### src/rtl/bus_arb_pkg.sv
// rtl/bus_arb_pkg.sv - shared types and defaults for the 3-master round-robin arbiter
package bus_arb_pkg;

  localparam int NUM_MASTERS = 3;
  localparam int ADDR_W      = 32;
  localparam int DATA_W      = 32;
  localparam int BE_W        = 4;

  localparam logic [31:0] SLAVE_START_DEF     = 32'h0;
  localparam logic [31:0] SLAVE_SIZE_DEF      = 32'h8000;
  localparam int          MAX_OUTSTANDING_DEF = 4;

  typedef logic [1:0] master_id_t;

  // Round-robin successor over the three masters.
  function automatic master_id_t rr_next(input master_id_t id);
    return (id == 2'd2) ? 2'd0 : id + 2'd1;
  endfunction

endpackage

### src/rtl/bus_if.sv
// rtl/bus_if.sv - simple req/gnt bus with in-order read response
interface bus_if;
  import bus_arb_pkg::*;

  logic              req;
  logic              gnt;
  logic [ADDR_W-1:0] addr;
  logic              we;
  logic [BE_W-1:0]   be;
  logic [DATA_W-1:0] wdata;
  logic              rvalid;
  logic [DATA_W-1:0] rdata;
  logic              err;

  modport master (
    output req, addr, we, be, wdata,
    input  gnt, rvalid, rdata, err
  );

  modport slave (
    input  req, addr, we, be, wdata,
    output gnt, rvalid, rdata, err
  );

endinterface

### src/rtl/bus_resp_id_fifo.sv
// rtl/bus_resp_id_fifo.sv - in-order queue of granted master ids awaiting a response
module bus_resp_id_fifo
  import bus_arb_pkg::*;
#(
  parameter int DEPTH = 4
) (
  input  logic       clk_i,
  input  logic       rst_ni,
  input  logic       push,
  input  logic       pop,
  input  master_id_t id_in,
  output master_id_t id_out,
  output logic       full,
  output logic       empty
);

  localparam int PTR_W = $clog2(DEPTH);
  localparam int CNT_W = PTR_W + 1;

  master_id_t       mem [DEPTH];
  logic [PTR_W-1:0] wr_ptr;
  logic [PTR_W-1:0] rd_ptr;
  logic [CNT_W-1:0] count;
  logic             do_push;
  logic             do_pop;

  assign full    = (count == CNT_W'(DEPTH));
  assign empty   = (count == '0);
  assign do_push = push & ~full;
  assign do_pop  = pop & ~empty;
  assign id_out  = mem[rd_ptr];

  // DEPTH is a power of two, so pointer overflow is the modulo wrap.
  always_ff @(posedge clk_i or negedge rst_ni) begin
    if (!rst_ni) begin
      wr_ptr <= '0;
      rd_ptr <= '0;
      count  <= '0;
    end else begin
      if (do_push) wr_ptr <= wr_ptr + 1'b1;
      if (do_pop)  rd_ptr <= rd_ptr + 1'b1;
      case ({do_push, do_pop})
        2'b10:   count <= count + 1'b1;
        2'b01:   count <= count - 1'b1;
        default: count <= count;
      endcase
    end
  end

  always_ff @(posedge clk_i) begin
    if (do_push) mem[wr_ptr] <= id_in;
  end

endmodule

### src/rtl/bus_arbiter_rr3m1s.sv
// rtl/bus_arbiter_rr3m1s.sv - round-robin arbiter, three masters onto one windowed slave
module bus_arbiter_rr3m1s
  import bus_arb_pkg::*;
#(
  parameter logic [31:0] SLAVE_START     = SLAVE_START_DEF,
  parameter logic [31:0] SLAVE_SIZE      = SLAVE_SIZE_DEF,
  parameter int          MAX_OUTSTANDING = MAX_OUTSTANDING_DEF
) (
  input  logic  clk_i,
  input  logic  rst_ni,
  bus_if.slave  master0,
  bus_if.slave  master1,
  bus_if.slave  master2,
  bus_if.master slave,
  output logic  spurious_o
);

  localparam logic [ADDR_W-1:0] MASK = ~(SLAVE_SIZE - 32'd1);

  logic [NUM_MASTERS-1:0] m_req;
  logic [ADDR_W-1:0]      m_addr  [NUM_MASTERS];
  logic                   m_we    [NUM_MASTERS];
  logic [BE_W-1:0]        m_be    [NUM_MASTERS];
  logic [DATA_W-1:0]      m_wdata [NUM_MASTERS];
  logic [NUM_MASTERS-1:0] qual;

  master_id_t             last_grant;
  master_id_t             sel_id;
  master_id_t             cand;
  logic                   sel_valid;
  logic                   handshake;
  logic [NUM_MASTERS-1:0] gnt_vec;
  logic [NUM_MASTERS-1:0] rv_vec;

  logic                   fifo_full;
  logic                   fifo_empty;
  logic                   fifo_pop;
  master_id_t             head_id;

  logic [ADDR_W-1:0]      s_addr;
  logic                   s_we;
  logic [BE_W-1:0]        s_be;
  logic [DATA_W-1:0]      s_wdata;

  assign m_req      = {master2.req, master1.req, master0.req};
  assign m_addr[0]  = master0.addr;
  assign m_addr[1]  = master1.addr;
  assign m_addr[2]  = master2.addr;
  assign m_we[0]    = master0.we;
  assign m_we[1]    = master1.we;
  assign m_we[2]    = master2.we;
  assign m_be[0]    = master0.be;
  assign m_be[1]    = master1.be;
  assign m_be[2]    = master2.be;
  assign m_wdata[0] = master0.wdata;
  assign m_wdata[1] = master1.wdata;
  assign m_wdata[2] = master2.wdata;

  always_comb begin
    for (int k = 0; k < NUM_MASTERS; k++) begin
      qual[k] = m_req[k] & ((m_addr[k] & MASK) == SLAVE_START);
    end
  end

  // Search starts just after the last granted master; a full queue or reset blocks everything.
  always_comb begin
    sel_valid = 1'b0;
    sel_id    = 2'd0;
    cand      = rr_next(last_grant);
    for (int i = 0; i < NUM_MASTERS; i++) begin
      if (!sel_valid && qual[cand]) begin
        sel_valid = 1'b1;
        sel_id    = cand;
      end
      cand = rr_next(cand);
    end
    if (fifo_full || !rst_ni) sel_valid = 1'b0;
  end

  always_comb begin
    s_addr  = '0;
    s_we    = 1'b0;
    s_be    = '0;
    s_wdata = '0;
    if (sel_valid) begin
      s_addr  = m_addr[sel_id];
      s_we    = m_we[sel_id];
      s_be    = m_be[sel_id];
      s_wdata = m_wdata[sel_id];
    end
  end

  assign slave.req   = sel_valid;
  assign slave.addr  = s_addr;
  assign slave.we    = s_we;
  assign slave.be    = s_be;
  assign slave.wdata = s_wdata;

  assign handshake = sel_valid & slave.gnt;

  always_comb begin
    gnt_vec = '0;
    if (handshake) gnt_vec[sel_id] = 1'b1;
  end

  assign master0.gnt = gnt_vec[0];
  assign master1.gnt = gnt_vec[1];
  assign master2.gnt = gnt_vec[2];

  always_ff @(posedge clk_i or negedge rst_ni) begin
    if (!rst_ni) begin
      last_grant <= 2'd2;
    end else if (handshake) begin
      last_grant <= sel_id;
    end
  end

  bus_resp_id_fifo #(
    .DEPTH (MAX_OUTSTANDING)
  ) u_resp_fifo (
    .clk_i  (clk_i),
    .rst_ni (rst_ni),
    .push   (handshake),
    .pop    (fifo_pop),
    .id_in  (sel_id),
    .id_out (head_id),
    .full   (fifo_full),
    .empty  (fifo_empty)
  );

  // Responses are routed to the queue head; a response with nothing queued is flagged, not routed.
  assign fifo_pop   = slave.rvalid & ~fifo_empty & rst_ni;
  assign spurious_o = slave.rvalid & fifo_empty & rst_ni;

  always_comb begin
    rv_vec = '0;
    if (fifo_pop) rv_vec[head_id] = 1'b1;
  end

  assign master0.rvalid = rv_vec[0];
  assign master1.rvalid = rv_vec[1];
  assign master2.rvalid = rv_vec[2];
  assign master0.rdata  = rv_vec[0] ? slave.rdata : '0;
  assign master1.rdata  = rv_vec[1] ? slave.rdata : '0;
  assign master2.rdata  = rv_vec[2] ? slave.rdata : '0;
  assign master0.err    = rv_vec[0] & slave.err;
  assign master1.err    = rv_vec[1] & slave.err;
  assign master2.err    = rv_vec[2] & slave.err;

endmodule

### src/flat_wrapper.sv
// flat-port wrapper written by rule: the top's interface ports become plain ports
module bus_arbiter_rr3m1s_flat import bus_arb_pkg::*;
#(
  parameter logic [31:0] SLAVE_START     = SLAVE_START_DEF,
  parameter logic [31:0] SLAVE_SIZE      = SLAVE_SIZE_DEF,
  parameter int          MAX_OUTSTANDING = MAX_OUTSTANDING_DEF
)
  (clk_i, rst_ni, spurious_o, master0_req, master0_addr, master0_we, master0_be, master0_wdata, master0_gnt, master0_rvalid, master0_rdata, master0_err, master1_req, master1_addr, master1_we, master1_be, master1_wdata, master1_gnt, master1_rvalid, master1_rdata, master1_err, master2_req, master2_addr, master2_we, master2_be, master2_wdata, master2_gnt, master2_rvalid, master2_rdata, master2_err, slave_req, slave_addr, slave_we, slave_be, slave_wdata, slave_gnt, slave_rvalid, slave_rdata, slave_err);
  bus_if master0_i ();
  bus_if master1_i ();
  bus_if master2_i ();
  bus_if slave_i ();
  input  logic clk_i;
  input  logic rst_ni;
  output logic spurious_o;
  input wire logic [$bits(master0_i.req)-1:0] master0_req;
  input wire logic [$bits(master0_i.addr)-1:0] master0_addr;
  input wire logic [$bits(master0_i.we)-1:0] master0_we;
  input wire logic [$bits(master0_i.be)-1:0] master0_be;
  input wire logic [$bits(master0_i.wdata)-1:0] master0_wdata;
  output wire logic [$bits(master0_i.gnt)-1:0] master0_gnt;
  output wire logic [$bits(master0_i.rvalid)-1:0] master0_rvalid;
  output wire logic [$bits(master0_i.rdata)-1:0] master0_rdata;
  output wire logic [$bits(master0_i.err)-1:0] master0_err;
  input wire logic [$bits(master1_i.req)-1:0] master1_req;
  input wire logic [$bits(master1_i.addr)-1:0] master1_addr;
  input wire logic [$bits(master1_i.we)-1:0] master1_we;
  input wire logic [$bits(master1_i.be)-1:0] master1_be;
  input wire logic [$bits(master1_i.wdata)-1:0] master1_wdata;
  output wire logic [$bits(master1_i.gnt)-1:0] master1_gnt;
  output wire logic [$bits(master1_i.rvalid)-1:0] master1_rvalid;
  output wire logic [$bits(master1_i.rdata)-1:0] master1_rdata;
  output wire logic [$bits(master1_i.err)-1:0] master1_err;
  input wire logic [$bits(master2_i.req)-1:0] master2_req;
  input wire logic [$bits(master2_i.addr)-1:0] master2_addr;
  input wire logic [$bits(master2_i.we)-1:0] master2_we;
  input wire logic [$bits(master2_i.be)-1:0] master2_be;
  input wire logic [$bits(master2_i.wdata)-1:0] master2_wdata;
  output wire logic [$bits(master2_i.gnt)-1:0] master2_gnt;
  output wire logic [$bits(master2_i.rvalid)-1:0] master2_rvalid;
  output wire logic [$bits(master2_i.rdata)-1:0] master2_rdata;
  output wire logic [$bits(master2_i.err)-1:0] master2_err;
  output wire logic [$bits(slave_i.req)-1:0] slave_req;
  output wire logic [$bits(slave_i.addr)-1:0] slave_addr;
  output wire logic [$bits(slave_i.we)-1:0] slave_we;
  output wire logic [$bits(slave_i.be)-1:0] slave_be;
  output wire logic [$bits(slave_i.wdata)-1:0] slave_wdata;
  input wire logic [$bits(slave_i.gnt)-1:0] slave_gnt;
  input wire logic [$bits(slave_i.rvalid)-1:0] slave_rvalid;
  input wire logic [$bits(slave_i.rdata)-1:0] slave_rdata;
  input wire logic [$bits(slave_i.err)-1:0] slave_err;
  assign master0_i.req = master0_req;
  assign master0_i.addr = master0_addr;
  assign master0_i.we = master0_we;
  assign master0_i.be = master0_be;
  assign master0_i.wdata = master0_wdata;
  assign master0_gnt = master0_i.gnt;
  assign master0_rvalid = master0_i.rvalid;
  assign master0_rdata = master0_i.rdata;
  assign master0_err = master0_i.err;
  assign master1_i.req = master1_req;
  assign master1_i.addr = master1_addr;
  assign master1_i.we = master1_we;
  assign master1_i.be = master1_be;
  assign master1_i.wdata = master1_wdata;
  assign master1_gnt = master1_i.gnt;
  assign master1_rvalid = master1_i.rvalid;
  assign master1_rdata = master1_i.rdata;
  assign master1_err = master1_i.err;
  assign master2_i.req = master2_req;
  assign master2_i.addr = master2_addr;
  assign master2_i.we = master2_we;
  assign master2_i.be = master2_be;
  assign master2_i.wdata = master2_wdata;
  assign master2_gnt = master2_i.gnt;
  assign master2_rvalid = master2_i.rvalid;
  assign master2_rdata = master2_i.rdata;
  assign master2_err = master2_i.err;
  assign slave_req = slave_i.req;
  assign slave_addr = slave_i.addr;
  assign slave_we = slave_i.we;
  assign slave_be = slave_i.be;
  assign slave_wdata = slave_i.wdata;
  assign slave_i.gnt = slave_gnt;
  assign slave_i.rvalid = slave_rvalid;
  assign slave_i.rdata = slave_rdata;
  assign slave_i.err = slave_err;
  bus_arbiter_rr3m1s #(.SLAVE_START(SLAVE_START), .SLAVE_SIZE(SLAVE_SIZE), .MAX_OUTSTANDING(MAX_OUTSTANDING)) u_core (.clk_i(clk_i), .rst_ni(rst_ni), .master0(master0_i), .master1(master1_i), .master2(master2_i), .slave(slave_i), .spurious_o(spurious_o));
endmodule
### config.mk
export PLATFORM = sky130hd
export DESIGN_NAME = bus_arbiter_rr3m1s_flat
export DESIGN_NICKNAME = d
export VERILOG_FILES = /design/src/rtl/bus_arb_pkg.sv /design/src/rtl/bus_if.sv /design/src/rtl/bus_resp_id_fifo.sv /design/src/rtl/bus_arbiter_rr3m1s.sv /design/src/flat_wrapper.sv
export SDC_FILE = /design/constraint.sdc
export NUM_CORES = 1
export LEC_CHECK = 0
export CAP_MARGIN = 20
export CORE_AREA = 2 2 166 168
export CTS_CLUSTER_DIAMETER = 50
export DETAILED_ROUTE_END_ITERATION = 10
export DIE_AREA = 0 0 168 170
export HOLD_SLACK_MARGIN = 0.1
export SYNTH_ARGS = -nofsm -noshare
export SYNTH_HDL_FRONTEND = slang
export SYNTH_SLANG_ARGS = --single-unit
### constraint.sdc
create_clock -name clk_i -period 4.1 [get_ports clk_i]
set_clock_uncertainty 0.15 [all_clocks]
set_input_delay 0.41 -clock clk_i [delete_from_list [all_inputs] [get_ports clk_i]]
set_output_delay 0.41 -clock clk_i [all_outputs]
set_load 0.01 [all_outputs]
# [Word-level counts from Yosys, hierarchy flattened]
# Memories as Yosys holds them, arrays and structs flattened.
# Index checks and enable logic that the tools add are counted.
# Widths: inputs -> output; s select.
[totals] reg_bits=9 ram_bits=8 input_bits=247 output_inout_bits=176 elab_cells=99 memories=1
[memory_table] name="u_core.u_resp_fifo.mem" words=4 word_bits=2 read_ports=1 rd_clocked_by_memory_dff=0 write_ports=1 line_no="bus_resp_id_fifo.sv:20" rtl="master_id_t mem [DEPTH];"
[classes] add_sub_neg=7 magnitude_cmp=8 n_eq_ne=6 mux=44 bitwise=16 n_reduce_logical=13
[op_table] operator="$mux 32" n=9
[op_table] operator="$bmux 32 s2" n=2
[op_table] operator="$logic_not 32->1" n=3
[op_table] operator="$lt 2x3->1 const B" n=5
[op_table] operator="$mux 1" n=14
[op_table] operator="$and 1x1->1" n=13
[op_table] operator="$mux 2" n=6
[op_table] operator="$mux 4" n=3
[op_table] operator="$add 2x1->2 const B" n=5
[op_table] operator="$bmux 1 s2" n=4
[op_table] operator="$bmux 4 s2" n=1
[op_table] operator="$eq 2x2->1 const B" n=4
[op_table] operator="$mux 3" n=2
[op_table] operator="$pmux 3 s2" n=1
[op_table] operator="$demux 1 s2" n=2
[op_table] operator="$ge 2x1->1 const B" n=2
[op_table] operator="$logic_and 1x1->1" n=4
[op_table] operator="$add 3x1->3 const B" n=1
[op_table] operator="$eq 3x3->1 const B" n=1
[op_table] operator="$ge 3x3->1 const B" n=1
[op_table] operator="$logic_not 1->1" n=3
[op_table] operator="$logic_not 3->1" n=1
[op_table] operator="$not 2->3" n=1
[op_table] operator="$sub 3x1->3 const B" n=1
[op_table] operator="other kinds (4)" n=5

# [Depth between registers and ports, before layout]
[logic_depth] depth_word=16 depth_mapped=10 ltp_nobuf=10

# [Hierarchy]
# From an unflattened synthesis, not the netlist that was laid out.
[hier_totals] hier_cells=408 hier_area_um2=3250.6
[by_module_without_submodules] module="bus_arbiter_rr3m1s" instances=1 cells_per_inst=361 area_per_inst_um2=2524.9 seq_area_each_um2=51.3
[by_module_without_submodules] module="bus_resp_id_fifo" instances=1 cells_per_inst=47 area_per_inst_um2=725.7 seq_area_each_um2=415.4

# [Least setup slack after synthesis]
# No wires, ideal clock.
[synth_timing] kind="input to register" start="input port master1_addr[24]" end="register u_core.u_resp_fifo.count[2]" setup_time_ns=0.125 t_arrival_ns=2.241 required_time_ns=3.825 slack_ns=1.584 path_stages=10 cell_sequence="nor4_1 -> nand3_2 -> o22ai_1 -> o211ai_2 -> ha_1 -> inv_1 -> fa_1 -> xor2_1 -> nor2_1 -> xor2_1"
[synth_via] elab_chain_cells=16
[synth_lines] item="from (decl)" line_no="flat_wrapper.sv:26" rtl="input wire logic [$bits(master1_i.addr)-1:0] master1_addr;"
[synth_lines] item="$logic_not 32->1 *" line_no="bus_arbiter_rr3m1s.sv:61" rtl="qual[k] = m_req[k] & ((m_addr[k] & MASK) == SLAVE_START);"
[synth_lines] item="$and 1x1->1 *" line_no="bus_arbiter_rr3m1s.sv:61"
[synth_lines] item="$bmux 1 s2" line_no="bus_arbiter_rr3m1s.sv:71" rtl="if (!sel_valid && qual[cand]) begin"
[synth_lines] item="$mux 1 (not written as such)" line_no="bus_arbiter_rr3m1s.sv:71"
[synth_lines] item="$mux 1" line_no="bus_arbiter_rr3m1s.sv:71"
[synth_lines] item="$logic_not 1->1" line_no="bus_arbiter_rr3m1s.sv:71"
[synth_lines] item="$logic_and 1x1->1" line_no="bus_arbiter_rr3m1s.sv:71"
[synth_lines] item="$mux 1" line_no="bus_arbiter_rr3m1s.sv:71"
[synth_lines] item="$logic_not 1->1" line_no="bus_arbiter_rr3m1s.sv:71"
[synth_lines] item="$logic_and 1x1->1" line_no="bus_arbiter_rr3m1s.sv:71"
[synth_lines] item="$mux 1 *" line_no="bus_arbiter_rr3m1s.sv:71"
[synth_lines] item="$mux 1 *" line_no="bus_arbiter_rr3m1s.sv:77" rtl="if (fifo_full || !rst_ni) sel_valid = 1'b0;"
[synth_lines] item="$and 1x1->1 *" line_no="bus_arbiter_rr3m1s.sv:99" rtl="assign handshake = sel_valid & slave.gnt;"
[synth_lines] item="$and 1x1->1 *" line_no="bus_resp_id_fifo.sv:29" rtl="assign do_push = push & ~full;"
[synth_lines] item="$eq 2x1->1 / $eq 2x2->1 (equally long branches)" line_no="bus_resp_id_fifo.sv:42" rtl="case ({do_push, do_pop})"
[synth_lines] item="$pmux 3 s2 / $reduce_bool 2->1 (equally long branches)"
[synth_lines] item="to (signal assigned)" line_no="bus_resp_id_fifo.sv:43" rtl="2'b10: count <= count + 1'b1;"
[synth_lines] item="to (signal assigned)" line_no="bus_resp_id_fifo.sv:44" rtl="2'b01: count <= count - 1'b1;"
[synth_lines] item="to (signal assigned)" line_no="bus_resp_id_fifo.sv:45" rtl="default: count <= count;"
[synth_lines] item="to (decl)" line_no="bus_resp_id_fifo.sv:23" rtl="logic [CNT_W-1:0] count;"
# Every way passes the cells marked *; elsewhere a longest branch is shown, timed or not. The select of a mux whose other input is x is not followed.
# A chain may end at the register's enable or synchronous reset.

# [Worst setup path after layout]
[layout_timing] start="input port master0_addr[25]" end="output port slave_addr[4]"
[layout_via] elab_chain_cells=16
[layout_lines] item="from (decl)" line_no="flat_wrapper.sv:17" rtl="input wire logic [$bits(master0_i.addr)-1:0] master0_addr;"
[layout_lines] item="$logic_not 32->1 *" line_no="bus_arbiter_rr3m1s.sv:61"
[layout_lines] item="$and 1x1->1 *" line_no="bus_arbiter_rr3m1s.sv:61"
[layout_lines] item="$bmux 1 s2" line_no="bus_arbiter_rr3m1s.sv:71"
[layout_lines] item="$mux 1 (not written as such)" line_no="bus_arbiter_rr3m1s.sv:71"
[layout_lines] item="$mux 1" line_no="bus_arbiter_rr3m1s.sv:71"
[layout_lines] item="$logic_not 1->1" line_no="bus_arbiter_rr3m1s.sv:71"
[layout_lines] item="$logic_and 1x1->1" line_no="bus_arbiter_rr3m1s.sv:71"
[layout_lines] item="$mux 1" line_no="bus_arbiter_rr3m1s.sv:71"
[layout_lines] item="$logic_not 1->1" line_no="bus_arbiter_rr3m1s.sv:71"
[layout_lines] item="$logic_and 1x1->1" line_no="bus_arbiter_rr3m1s.sv:71"
[layout_lines] item="$mux 2" line_no="bus_arbiter_rr3m1s.sv:71"
[layout_lines] item="$not 2->3 (not written as such)" line_no="bus_arbiter_rr3m1s.sv:86" rtl="s_addr = m_addr[sel_id];"
[layout_lines] item="$bmux 32 s2" line_no="bus_arbiter_rr3m1s.sv:86"
[layout_lines] item="$mux 32 (not written as such) (2 in a row)" line_no="bus_arbiter_rr3m1s.sv:86"
[layout_lines] item="$mux 32 *" line_no="bus_arbiter_rr3m1s.sv:85" rtl="if (sel_valid) begin"
[layout_lines] item="to (decl)" line_no="flat_wrapper.sv:44" rtl="output wire logic [$bits(slave_i.addr)-1:0] slave_addr;"
# Marked as above.

==> flow_results.xml <==
<?xml version="1.0" encoding="UTF-8"?>
<metrics>
  <group name="sta">
    <metric name="finalSetupTns" unit="ns">0</metric>
    <metric name="finalCriticalPeriod" unit="ns">3.95</metric>
    <metric name="worst_slew_margin_rel" unit="%">62.3</metric>
    <metric name="slew_limit_fails" unit="">0</metric>
    <metric name="layout_setup_ws" unit="ns">0.152</metric>
    <metric name="timing_hold_violations_final" unit="">0</metric>
    <metric name="finalSetupViolCount" unit="">0</metric>
    <metric name="slew_of_the_pin_with_the_lowest_slew_margin" unit="ns">0.564</metric>
    <metric name="unrepaired_setup_endpoints_after_global_routing" unit="">no</metric>
    <metric name="fin_crit_sh" unit="%">96.3</metric>
    <metric name="timing.fmax" unit="MHz">253</metric>
  </group>
  <group name="worst_setup_path">
    <metric name="critical_path_launch_point" unit="">master0_addr[25]</metric>
    <metric name="worstPathRequired" unit="ns">3.54</metric>
    <metric name="timing.rr.end" unit="">u_core.u_resp_fifo.count[2]</metric>
    <metric name="crit-reg2reg-launch" unit="">u_core.u_resp_fifo.count[0]</metric>
    <metric name="cpMaxStageDelayCell" unit="">sky130_fd_sc_hd__clkdlybuf4s50_1</metric>
    <metric name="worstSetupPathType" unit="">primary input to output pin</metric>
    <metric name="endpoint_kind" unit="">output pin</metric>
    <metric name="critPathMaxFanout" unit="">35</metric>
    <metric name="timing.critical_path.slowest_cell_delay" unit="ns">0.57</metric>
    <metric name="reg2reg_slack" unit="ns">1.74</metric>
    <metric name="start_kind" unit="">primary input</metric>
    <metric name="worst_r2r_path_depth" unit="">9</metric>
    <metric name="timing.critical_path.to" unit="">slave_addr[4]</metric>
    <metric name="path_common_cell" unit="">sky130_fd_sc_hd__clkdlybuf4s50_1</metric>
    <metric name="cp_data_arrival_time" unit="ns">3.39</metric>
    <metric name="crit_chain" unit="">clkdlybuf4s50_1 &gt; nor4_1 &gt; buf_4 &gt; nand2_1 &gt; or3_1 &gt; o311ai_4 &gt; buf_12 &gt; nand3_1 &gt; a21oi_2 &gt; clkdlybuf4s50_1</metric>
  </group>
  <group name="clock_tree">
    <metric name="cts.root.buffer_cell" unit="">sky130_fd_sc_hd__clkbuf_16</metric>
    <metric name="cts.reportedPaths.clkPinSlew" unit="ns">0.05</metric>
    <metric name="post_cts.repair.setup_buffers" unit="">0</metric>
    <metric name="cts_tree" unit="">yes</metric>
    <metric name="tritoncts_num_sinks" unit="">17</metric>
    <metric name="cts-htree-levels" unit="">1</metric>
    <metric name="cts-hold-fix-buffers" unit="">0</metric>
    <metric name="cts.repair.resized" unit="">0</metric>
    <metric name="cts.path.max_buffers" unit="">2</metric>
    <metric name="worst_skew_pair.late_latency" unit="ns">0.25</metric>
    <metric name="cts_made_buffers" unit="">3</metric>
  </group>
  <group name="routing">
    <metric name="detail_route.wl_per_cell" unit="um">16.8</metric>
    <metric name="postRouteWirelength" unit="mm">19.2</metric>
    <metric name="routed_via_density" unit="">3.98</metric>
    <metric name="length_of_the_first_detailed_routing_pass_in_iterations" unit="">4</metric>
    <metric name="post-route-drc-count" unit="">0</metric>
    <metric name="detail-route-antenna-nets" unit="">0</metric>
    <metric name="via_count" unit="">4560</metric>
    <metric name="drtIter0Drc" unit="">163</metric>
  </group>
  <group name="final_layout">
    <metric name="layout.filler_cells" unit="">2819</metric>
    <metric name="design.final.nets" unit="">1058</metric>
    <metric name="post_route_cells_drive_above_1_share" unit="%">18.5</metric>
    <metric name="area_growth" unit="%">118</metric>
    <metric name="layout.cells.most_common" unit="">sky130_fd_sc_hd__clkdlybuf4s50_1</metric>
    <metric name="final_cell_mix" unit="">sky130_fd_sc_hd__clkdlybuf4s50_1 (405), sky130_fd_sc_hd__and2_1 (99), sky130_fd_sc_hd__nand3_1 (53)</metric>
  </group>
  <group name="synth">
    <metric name="synthArstFlopShare" unit="%">52.9</metric>
    <metric name="synth_area" unit="mm^2">0.00368</metric>
    <metric name="synth_sequential_area_ratio" unit="%">12.7</metric>
    <metric name="synth_warnings" unit="">0</metric>
    <metric name="synth_cell_types" unit="">58</metric>
    <metric name="synth_edf_count" unit="">8</metric>
    <metric name="postSynthAreaPerCell" unit="um^2">8.88</metric>
    <metric name="synth_seq_cells" unit="">17</metric>
    <metric name="synthCells" unit="">415</metric>
    <metric name="yosys_most_used_dff" unit="">sky130_fd_sc_hd__edfxtp_1</metric>
  </group>
  <group name="floorplanning">
    <metric name="die_x" unit="um">168</metric>
    <metric name="io_pins" unit="">423</metric>
    <metric name="die_h" unit="um">170</metric>
    <metric name="floorplan.die_area" unit="mm^2">0.0286</metric>
    <metric name="floorplan.core_area" unit="mm^2">0.0267</metric>
    <metric name="placementRows" unit="">60</metric>
    <metric name="initial_utilization" unit="%">13.8</metric>
  </group>
  <group name="power_and_ir_drop">
    <metric name="peakVddDrop" unit="V">0.000161</metric>
    <metric name="leakagePower" unit="nW">2.77</metric>
    <metric name="total_power" unit="mW">1.08</metric>
    <metric name="power-per-cell-area" unit="mW/mm^2">134</metric>
  </group>
  <group name="grt">
    <metric name="grt_first_pass_wirelength" unit="mm">28.1</metric>
    <metric name="grt_antenna_before_repair" unit="">1</metric>
    <metric name="grt.overflow.total" unit="">0</metric>
    <metric name="grt_start_max_net_pins" unit="">52</metric>
    <metric name="grtUsageTotal" unit="%">12.5</metric>
    <metric name="vias_in_the_first_global_route" unit="">4568</metric>
  </group>
  <group name="placement">
    <metric name="place.port_buffers" unit="">405</metric>
    <metric name="detailed_place_hpwl" unit="mm">15.9</metric>
    <metric name="globalplace.congestion" unit="">0.790</metric>
    <metric name="placement.setup.worst_slack" unit="ns">0.152</metric>
  </group>
  <group name="run_status">
    <metric name="outcome" unit="">complete, no violations</metric>
  </group>
  <group name="run">
    <metric name="max_cap_violations" unit="">0</metric>
  </group>
  <group name="min_path">
    <metric name="hp-class" unit="">primary input to async pin</metric>
  </group>
</metrics>
routing by layer:
metal | track usage (%) | part of all wire, % | vias to the layer above
met4 | 2.12 | 0.98 | 0
met5 | 0 | 0 | -
met1 | 16.0 | 43 | 2137
met3 | 1.95 | 4.9 | 16
li1 | - | - | 2252
met2 | 22.5 | 51 | 155
critical path: cells and delay by family:
| kind | cells | cell delay [ns] |
|---|---|---|
| AOI/OAI and AO/OA | 2 | 0.35 |
| buffers and inverters | 4 | 1.49 |
| and+or+nand+nor | 4 | 1.12 |
cells by family after synthesis:
group | Yosys count | share of synthesized area, %
buf+inv | 65 | 14.3
simple gates | 196 | 33.2
fa+ha+maj | 6 | 2.24
other cells | 1 | 0.102
flops | 17 | 12.7
compound gates | 120 | 34.3
mux | 4 | 1.80
xor+xnor | 6 | 1.43
where the power goes:
part | switching [mW] | leakage (nW) | internal, mW
Combinational | 0.238 | 2.55 | 0.415
Clock | 0.0652 | 0.0409 | 0.131
Sequential | 0.0275 | 0.175 | 0.204
worst min path at each step:
stage | cells after the start | to | slack [ns]
floorplan | 0 | u_core.last_grant[0] | -0.04
detailed placement | 1 | u_core.u_resp_fifo.count[2] | 0.34
global route | 2 | u_core.u_resp_fifo.rd_ptr[1] | 0.36
CTS | 2 | u_core.u_resp_fifo.rd_ptr[0] | 0.35
global placement | 1 | u_core.u_resp_fifo.count[0] | 0.34
finish | 2 | u_core.u_resp_fifo.rd_ptr[0] | 0.35
state kept, by name (all words and copies together) (netlist names):
name and flops:
u_core.last_grant 2, u_core.u_resp_fifo.mem 8, u_core.u_resp_fifo.count 3, u_core.u_resp_fifo.rd_ptr 2, u_core.u_resp_fifo.wr_ptr 2
synth_stat cells, types with 2 or more instances:
master / n / area share [%]
sky130_fd_sc_hd__nand3_2: 2 / 0.54
sky130_fd_sc_hd__buf_6: 11 / 3.4
sky130_fd_sc_hd__xor2_1: 2 / 0.48
sky130_fd_sc_hd__and3_1: 5 / 0.85
sky130_fd_sc_hd__xnor2_1: 4 / 0.95
sky130_fd_sc_hd__buf_2: 2 / 0.27
sky130_fd_sc_hd__buf_12: 3 / 1.6
sky130_fd_sc_hd__and2_1: 99 / 17
sky130_fd_sc_hd__nor4b_2: 2 / 0.82
sky130_fd_sc_hd__inv_1: 11 / 1.1
sky130_fd_sc_hd__a21o_1: 4 / 0.82
sky130_fd_sc_hd__nor2_1: 8 / 0.82
sky130_fd_sc_hd__buf_8: 3 / 1.2
sky130_fd_sc_hd__nor4_1: 7 / 1.2
sky130_fd_sc_hd__clkbuf_8: 4 / 1.5
sky130_fd_sc_hd__dfrtp_1: 8 / 5.4
sky130_fd_sc_hd__nand3_1: 53 / 7.2
sky130_fd_sc_hd__nor4_4: 2 / 1.2
sky130_fd_sc_hd__nand2_1: 4 / 0.41
sky130_fd_sc_hd__nor3_1: 2 / 0.27
sky130_fd_sc_hd__a22oi_2: 50 / 17
sky130_fd_sc_hd__a21oi_1: 2 / 0.27
sky130_fd_sc_hd__ha_1: 5 / 1.7
sky130_fd_sc_hd__a21oi_2: 50 / 12
sky130_fd_sc_hd__a22oi_1: 2 / 0.41
sky130_fd_sc_hd__edfxtp_1: 8 / 6.5
sky130_fd_sc_hd__clkbuf_1: 11 / 1.1
sky130_fd_sc_hd__buf_4: 19 / 3.9
sky130_fd_sc_hd__nor3b_2: 2 / 0.68
sky130_fd_sc_hd__mux4_2: 2 / 1.2
through the flow:
step	instances	hold slack, ns	util [%]	area [um^2]
final	1146	0.350	30.2	8040
after global routing	1146	0.359	30.2	8040
after floorplan	431	-0.0356	-	3740
after global placement	1141	0.341	29.8	7950
after detailed placement	1141	0.344	29.8	7950
after CTS	1145	0.353	30.1	8030
final cells by class:
class	instances	area (um^2)	area share, %
Tap cell	341	427	5.31
Sequential cell	17	467	5.81
Inverter	11	41.3	0.514
Clock buffer	3	75.1	0.934
Antenna cell	1	2.50	0.0311
Multi-Input combinational cell	349	2770	34.4
Clock inverter	1	5.00	0.0623
Timing Repair Buffer	423	4250	52.9
Note: power is estimated with default switching activity, not from simulation.
